## config.mk

```make
export PLATFORM = sky130hd
export DESIGN_NAME = inst_fetch_unit
export DESIGN_NICKNAME = d
export VERILOG_FILES = /design/src/rtl/mips_pkg.sv /design/src/rtl/if_id_reg.sv /design/src/rtl/inst_fetch_unit.sv
export SDC_FILE = /design/constraint.sdc
export NUM_CORES = 1
export LEC_CHECK = 0
export CORE_MARGIN = 2
export CORE_UTILIZATION = 40
export CTS_BUF_LIST = sky130_fd_sc_hd__clkbuf_4 sky130_fd_sc_hd__clkbuf_8 sky130_fd_sc_hd__clkbuf_16
export DETAILED_ROUTE_END_ITERATION = 8
export PLACE_DENSITY = 0.72
export SLEW_MARGIN = 40
export SYNTH_ARGS = -nofsm -noshare
export SYNTH_HDL_FRONTEND = slang
export SYNTH_HIERARCHICAL = 1
export SYNTH_SLANG_ARGS = --single-unit
export TNS_END_PERCENT = 10
```

## constraint.sdc

```tcl
create_clock -name clk -period 2.6 [get_ports clk]
set_input_delay 0.26 -clock clk [delete_from_list [all_inputs] [get_ports clk]]
set_output_delay 0.26 -clock clk [all_outputs]
set_load 0.005 [all_outputs]
```

## src/rtl/mips_pkg.sv

```systemverilog
`default_nettype none
// ============================================================================
// Module      : mips_pkg
// Description : Shared opcode constants, NOP encoding and fetch FSM states.
// Revision    : 1.0 - initial release
// ============================================================================
package mips_pkg;

    localparam logic [5:0]  OP_RTYPE = 6'b000000;
    localparam logic [5:0]  OP_ADDI  = 6'b001000;
    localparam logic [5:0]  OP_LW    = 6'b100011;
    localparam logic [5:0]  OP_SW    = 6'b101011;
    localparam logic [5:0]  OP_J     = 6'b000010;
    localparam logic [5:0]  OP_BEQ   = 6'b000100;
    localparam logic [5:0]  OP_BNE   = 6'b000101;

    localparam logic [31:0] INST_NOP = 32'h0000_0000;

    typedef enum logic [1:0] {
        ST_IDLE = 2'd0,
        ST_REQ  = 2'd1,
        ST_HOLD = 2'd2
    } fetch_state_e;

endpackage
`default_nettype wire

```

## src/rtl/if_id_reg.sv

```systemverilog
`default_nettype none
// ============================================================================
// Module      : if_id_reg
// Description : Fetch/decode output register with valid/ready and flush.
// Revision    : 1.0 - initial release
// ============================================================================
module if_id_reg #(
    parameter int unsigned AW = 64,
    parameter int unsigned IW = 32
) (
    input  logic          clk,
    input  logic          rst_n,
    input  logic          i_load,
    input  logic          i_flush,
    input  logic          i_ready,
    input  logic [IW-1:0] i_inst,
    input  logic [AW-1:0] i_pc,
    output logic          o_valid,
    output logic          o_valid_next,
    output logic [IW-1:0] o_inst,
    output logic [AW-1:0] o_pc,
    output logic [AW-1:0] o_pc_plus4
);

    localparam logic [AW-1:0] c_pc_step = AW'(4);

    logic          valid_q,    valid_d;
    logic [IW-1:0] inst_q,     inst_d;
    logic [AW-1:0] pc_q,       pc_d;
    logic [AW-1:0] pc_plus4_q, pc_plus4_d;

    // A load wins over a flush: the fault NOP is loaded by the redirect itself.
    always_comb begin
        valid_d    = valid_q;
        inst_d     = inst_q;
        pc_d       = pc_q;
        pc_plus4_d = pc_plus4_q;
        if (valid_q && i_ready) begin
            valid_d = 1'b0;
        end
        if (i_flush) begin
            valid_d = 1'b0;
        end
        if (i_load) begin
            valid_d    = 1'b1;
            inst_d     = i_inst;
            pc_d       = i_pc;
            pc_plus4_d = i_pc + c_pc_step;
        end
    end

    always_ff @(posedge clk) begin
        if (!rst_n) begin
            valid_q    <= 1'b0;
            inst_q     <= '0;
            pc_q       <= '0;
            pc_plus4_q <= '0;
        end else begin
            valid_q    <= valid_d;
            inst_q     <= inst_d;
            pc_q       <= pc_d;
            pc_plus4_q <= pc_plus4_d;
        end
    end

    assign o_valid      = valid_q;
    assign o_valid_next = valid_d;
    assign o_inst       = inst_q;
    assign o_pc         = pc_q;
    assign o_pc_plus4   = pc_plus4_q;

endmodule
`default_nettype wire

```

## src/rtl/inst_fetch_unit.sv

```systemverilog
`default_nettype none
// ============================================================================
// Module      : inst_fetch_unit
// Description : PC holder and instruction fetcher (req/ack memory side,
//               valid/ready decode side). FETCH_ALIGN_CHECK_EN adds if_fault
//               and turns misaligned redirects into a faulting NOP.
// Revision    : 1.0 - initial release
// ============================================================================
module inst_fetch_unit
    import mips_pkg::*;
#(
    parameter int unsigned     AW       = 64,
    parameter logic [AW-1:0]   RESET_PC = {AW{1'b0}},
    parameter int unsigned     IW       = 32
) (
    input  logic          clk,
    input  logic          rst_n,
    output logic          imem_req,
    output logic [AW-1:0] imem_addr,
    input  logic          imem_ack,
    input  logic [IW-1:0] imem_rdata,
    input  logic          redirect_valid,
    input  logic [AW-1:0] redirect_target,
`ifdef FETCH_ALIGN_CHECK_EN
    output logic          if_fault,
`endif
    output logic          if_valid,
    input  logic          if_ready,
    output logic [IW-1:0] if_inst,
    output logic [5:0]    if_opcode,
    output logic [AW-1:0] if_pc,
    output logic [AW-1:0] if_pc_plus4
);

    localparam logic [AW-1:0] c_pc_step = AW'(4);

    fetch_state_e  state_q, state_d;
    logic [AW-1:0] pc_q, pc_d;
    logic [AW-1:0] imem_addr_q, imem_addr_d;
    logic          imem_req_q, imem_req_d;
    logic          kill_q, kill_d;

    logic          w_ack, w_busy, w_room, w_take, w_load;
    logic          w_full_next, w_misaligned, w_halt;
    logic [AW-1:0] w_target, w_ld_pc;
    logic [IW-1:0] w_ld_inst;

`ifdef FETCH_ALIGN_CHECK_EN
    logic fault_q, fault_d;

    assign w_misaligned = redirect_valid & (redirect_target[1:0] != 2'b00);
    assign w_target     = redirect_target;
    assign w_halt       = fault_d;

    always_comb begin
        fault_d = fault_q;
        if (redirect_valid) begin
            fault_d = w_misaligned;
        end
    end

    always_ff @(posedge clk) begin
        if (!rst_n) begin
            fault_q <= 1'b0;
        end else begin
            fault_q <= fault_d;
        end
    end

    assign if_fault = fault_q;
`else
    localparam logic [AW-1:0] c_align_mask = {{(AW-2){1'b1}}, 2'b00};

    assign w_misaligned = 1'b0;
    assign w_target     = redirect_target & c_align_mask;
    assign w_halt       = 1'b0;
`endif

    // An ack that finds the output register full and not draining is dropped
    // and the same PC is re-requested later, so no word is lost or duplicated.
    always_comb begin
        w_ack     = (state_q == ST_REQ) & imem_ack;
        w_busy    = (state_q == ST_REQ) & ~imem_ack;
        w_room    = ~if_valid | if_ready;
        w_take    = w_ack & ~kill_q & ~redirect_valid & w_room;
        w_load    = w_take | w_misaligned;
        w_ld_inst = w_misaligned ? IW'(INST_NOP) : imem_rdata;
        w_ld_pc   = w_misaligned ? w_target : pc_q;
    end

    always_comb begin
        pc_d   = pc_q;
        kill_d = kill_q;
        if (redirect_valid) begin
            pc_d = w_target;
        end else if (w_take) begin
            pc_d = pc_q + c_pc_step;
        end
        if (w_ack) begin
            kill_d = 1'b0;
        end
        if (redirect_valid && w_busy) begin
            kill_d = 1'b1;
        end
    end

    always_comb begin
        state_d = state_q;
        case (state_q)
            ST_IDLE: state_d = ST_REQ;
            ST_REQ: begin
                if (w_ack) begin
                    state_d = (!w_full_next || if_ready) ? ST_REQ : ST_HOLD;
                end
            end
            ST_HOLD: state_d = w_full_next ? ST_HOLD : ST_REQ;
            default: state_d = ST_IDLE;
        endcase
        if (w_halt && !w_busy) begin
            state_d = ST_HOLD;
        end
        imem_req_d  = (state_d == ST_REQ);
        imem_addr_d = w_busy ? imem_addr_q : pc_d;
    end

    always_ff @(posedge clk) begin
        if (!rst_n) begin
            state_q     <= ST_IDLE;
            pc_q        <= RESET_PC;
            imem_addr_q <= RESET_PC;
            imem_req_q  <= 1'b0;
            kill_q      <= 1'b0;
        end else begin
            state_q     <= state_d;
            pc_q        <= pc_d;
            imem_addr_q <= imem_addr_d;
            imem_req_q  <= imem_req_d;
            kill_q      <= kill_d;
        end
    end

    if_id_reg #(
        .AW (AW),
        .IW (IW)
    ) u_if_id_reg (
        .clk          (clk),
        .rst_n        (rst_n),
        .i_load       (w_load),
        .i_flush      (redirect_valid),
        .i_ready      (if_ready),
        .i_inst       (w_ld_inst),
        .i_pc         (w_ld_pc),
        .o_valid      (if_valid),
        .o_valid_next (w_full_next),
        .o_inst       (if_inst),
        .o_pc         (if_pc),
        .o_pc_plus4   (if_pc_plus4)
    );

    assign imem_req  = imem_req_q;
    assign imem_addr = imem_addr_q;
    assign if_opcode = if_inst[IW-1 -: 6];

endmodule
`default_nettype wire

```

==> results of run 1 <==
timing repair:
item / 4_1_cts / 5_1_grt
setup endpoints to repair: 1 / 20
resized for setup: 0 / 13
pin swaps: 1 / 0
placed cells by master, fill, tap and decap left out, drive strengths merged, types with 3 or more instances in the layout:
cell type and n:
a211oi 28, a21o 3, a21oi 46, a221oi 3, a22o 14, a22oi 6, a31oi 21, a41oi 3
and2 26, and3 25, and4 13, buf 155, bufinv 8, clkbuf 37, clkdlybuf4s50 328, clkinv 7
clkinvlp 5, dfxtp 291, inv 22, mux2i 102, nand2 114, nand2b 8, nand3 83, nand4 58
nor2 194, nor2b 9, nor3 38, nor3b 6, nor4 33, nor4b 3, o211ai 8, o21ai 118
o2bb2ai 3, o31a 4, o31ai 26, or2 4, or3 24, or4 13, xnor2 23, xor2 43
layout make-up:
type / instances / area share [%]
tap: 442 / 2.90
inverter: 22 / 0.485
sequential: 291 / 30.5
clock inverter: 20 / 1.64
timing repair buffer: 483 / 23.6
multi-input combinational: 1130 / 36.4
clock buffer: 37 / 4.40
power by group through the flow:
stage	Combinational (mW)	Sequential, mW	Clock, mW
after detailed placement	1.46	4.95	0
after CTS	1.47	4.86	5.04
after global routing	1.60	4.88	5.22
final	1.49	4.86	4.98
after floorplan	0.556	4.97	0
after global placement	1.44	4.95	0
sequential cells by signal (all words and copies together) (netlist names):
register,flops
imem_addr,64
u_if_id_reg/o_inst,32
u_if_id_reg/o_pc_plus4,62
kill_q,1
u_if_id_reg/o_pc,64
state_q,2
u_if_id_reg/o_valid,1
imem_req,1
pc_q,64
through the flow:
step | area (sq um) | TNS, ps | hold WS, ps
2_1_floorplan | 13200 | 0 | 392
3_3_place_gp | 17900 | -5650 | 445
3_5_place_dp | 17900 | -7860 | 445
4_1_cts | 19000 | 0 | 191
5_1_grt | 19100 | -232 | 242
6_report | 19100 | 0 | 206
cell families (layout without fill, tap and decap cells):
family | after synthesis | count (layout) | synth area share (%)
AND/OR/NAND/NOR | 659 | 659 | 25.4
XOR/XNOR | 66 | 66 | 4.37
buffers and inverters | 131 | 562 | 4.04
multiplexers | 104 | 104 | 7.89
adder cells (fa/ha/maj) | 2 | 2 | 0.189
AO/OA/AOI/OAI | 299 | 299 | 14.1
flip-flops | 291 | 291 | 44.0
worst max path at each step:
stage	startpoint	to	cells after the start
finish	kill_q	imem_addr[54]	7
global route	kill_q	imem_addr[62]	7
CTS	kill_q	imem_addr[54]	6
detailed placement	if_ready	imem_addr[54]	7
global placement	if_ready	imem_addr[54]	7
floorplan	kill_q	imem_addr[38]	8
critical path: cells and delay by family, from the launching register on:
family	cells	cell delay [ps]
flip-flops	1	310
buffers and inverters	1	190
AND/OR/NAND/NOR	3	1340
AO/OA/AOI/OAI	3	620
metal layers:
| layer | vias up | global-route usage (%) | wire, um |
|---|---|---|---|
| met5 | - | 0 | 0 |
| met4 | 0 | 10.5 | 2060 |
| met3 | 116 | 5.34 | 4530 |
| met2 | 690 | 41.9 | 21000 |
| met1 | 6466 | 37.9 | 21300 |
| li1 | 6409 | - | - |
==> flow_summary.json, run 1 <==
{
  "chipWidth_um": 186,
  "yosysSeqAreaShare_pct": 44.0,
  "p_clk_share_pct": 43.9,
  "period_share_pct": 99.3,
  "final_cells": 2425,
  "clockRootBuffer": "clkbuf_16",
  "antenna_found_initial": 0,
  "wl_mm": 48.8,
  "finalWorstSetupSlack_ps": 18.6,
  "syn_avg_cell_area_sq_um": 8.53,
  "synth_nets": 1655,
  "synth_cells": 1552,
  "std_cell_rows": 66,
  "multi_input_area_sq_mm": 0.00694,
  "finalWeightedCongestion": 0.961,
  "r2r_cells": 7,
  "max_freq_mhz": 387,
  "tritoncts": "built",
  "cp_max_fo": 7,
  "rrSetupSlack_ps": 20,
  "fin_worst_skew_ps": 21.3,
  "nFillCells": 2894,
  "synth_top_area_share_pct": 44.0,
  "synth_edf_count": 0,
  "p_int_mw": 8.51,
  "core_sq_mm": 0.0325,
  "synth_warnings": 6,
  "place_hpwl_mm": 35.8,
  "synth.most_common_cell": "dfxtp_1",
  "cpMostUsedCell": "or4_4",
  "nets": 2062,
  "wl_per_cell_um": 20.1,
  "pwr-share-comb_pct": 13.1,
  "synth_seq_cells": 291,
  "initial_core_util_pct": 40.7,
  "ys_async_sr_fraction_pct": 0,
  "dp_slack_ps": -330,
  "status": "finished, final reports clean",
  "cts_hold_buf": 0,
  "cts_max_level": 1,
  "critical_path.reg2reg.endpoint": "imem_addr[54]",
  "synth_top_cells_by_area": "dfxtp_1, mux2i_1, nor2_1",
  "cp.required_ps": 3060,
  "switchingPower_mw": 2.83,
  "vdd_drop_max_v": 0.000495,
  "drtPass1Iterations": 5,
  "die_h_um": 186,
  "clk_pin_slew_ps": 60,
  "final_util_pct": 58.6,
  "synth_area_sq_mm": 0.0132,
  "rsz0062_at_grt": "yes",
  "crit_chain": "or2_4 -> or4_4 -> or4_4 -> buf_4 -> o31ai_1 -> a31oi_2 -> a22o_1",
  "period_needed_ps": 2580,
  "grt_pass1_vias": 13100,
  "n_antenna_cell": 0,
  "slew_viol_final": 0,
  "grt_pass1_wl_mm": 74.0,
  "synthFlopType": "dfxtp_1",
  "drtIter0Drc": 1292,
  "seq_power_share_pct": 42.9,
  "leakagePower_nw": 6.86,
  "area_growth_pct": 44.1,
  "ant_nets": 0,
  "power.density_mw_per_mm2": 594,
  "synth_area_leader_cell": "dfxtp_1",
  "vias_per_cell": 5.64,
  "drive_gt1_share_pct": 12.4,
  "crit_type": "register to register",
  "post-cts-setup-buffers": 0,
  "dp.cells": 2368,
  "ios": 333,
  "cp_slowest_cell": "or4_4",
  "cts_buffer_depth": 3,
  "vias": 13700,
  "grt.total_usage_pct": 27.3,
  "drcViolationCount": 0,
  "hold_viol": 0,
  "startpoint_type": "register",
  "drv_cap": 0,
  "critPathArrivalTime_ps": 3050,
  "holdPathEnd": "pc_q[57]",
  "min_from": "rst_n",
  "slew_headroom_pct": 52.5,
  "p_sw_share_pct": 24.9,
  "cts.sinks": 291,
  "grt_max_degree": 80,
  "hp-class": "primary input to register",
  "setup_viol": 0,
  "tightest_slew_ps": 713,
  "die_area_sq_mm": 0.0346,
  "regArea_sq_mm": 0.00583,
  "whs_path_depth": 2,
  "worstSkewPairLatency_ps": 580,
  "synthTopCellsByCount": "dfxtp_1, nor2_1, o21ai_0",
  "crit_path_end_kind": "register",
  "post_synth_num_cell_types": 69,
  "max_stage_delay_ps": 570,
  "reg2reg_from": "kill_q",
  "grt_overflow_total": 0,
  "io_buffers": 330,
  "cts_made_buffers": 31,
  "fin_total_pwr_mw": 11.3
}
Power figures use the tool's default switching activity.
==> run 2: changes to the inputs <==
Settings changed: SLEW_MARGIN 40 to 20.
==> results of run 2 <==
The final DEF is identical to that of run 1; final timing and power are the same.
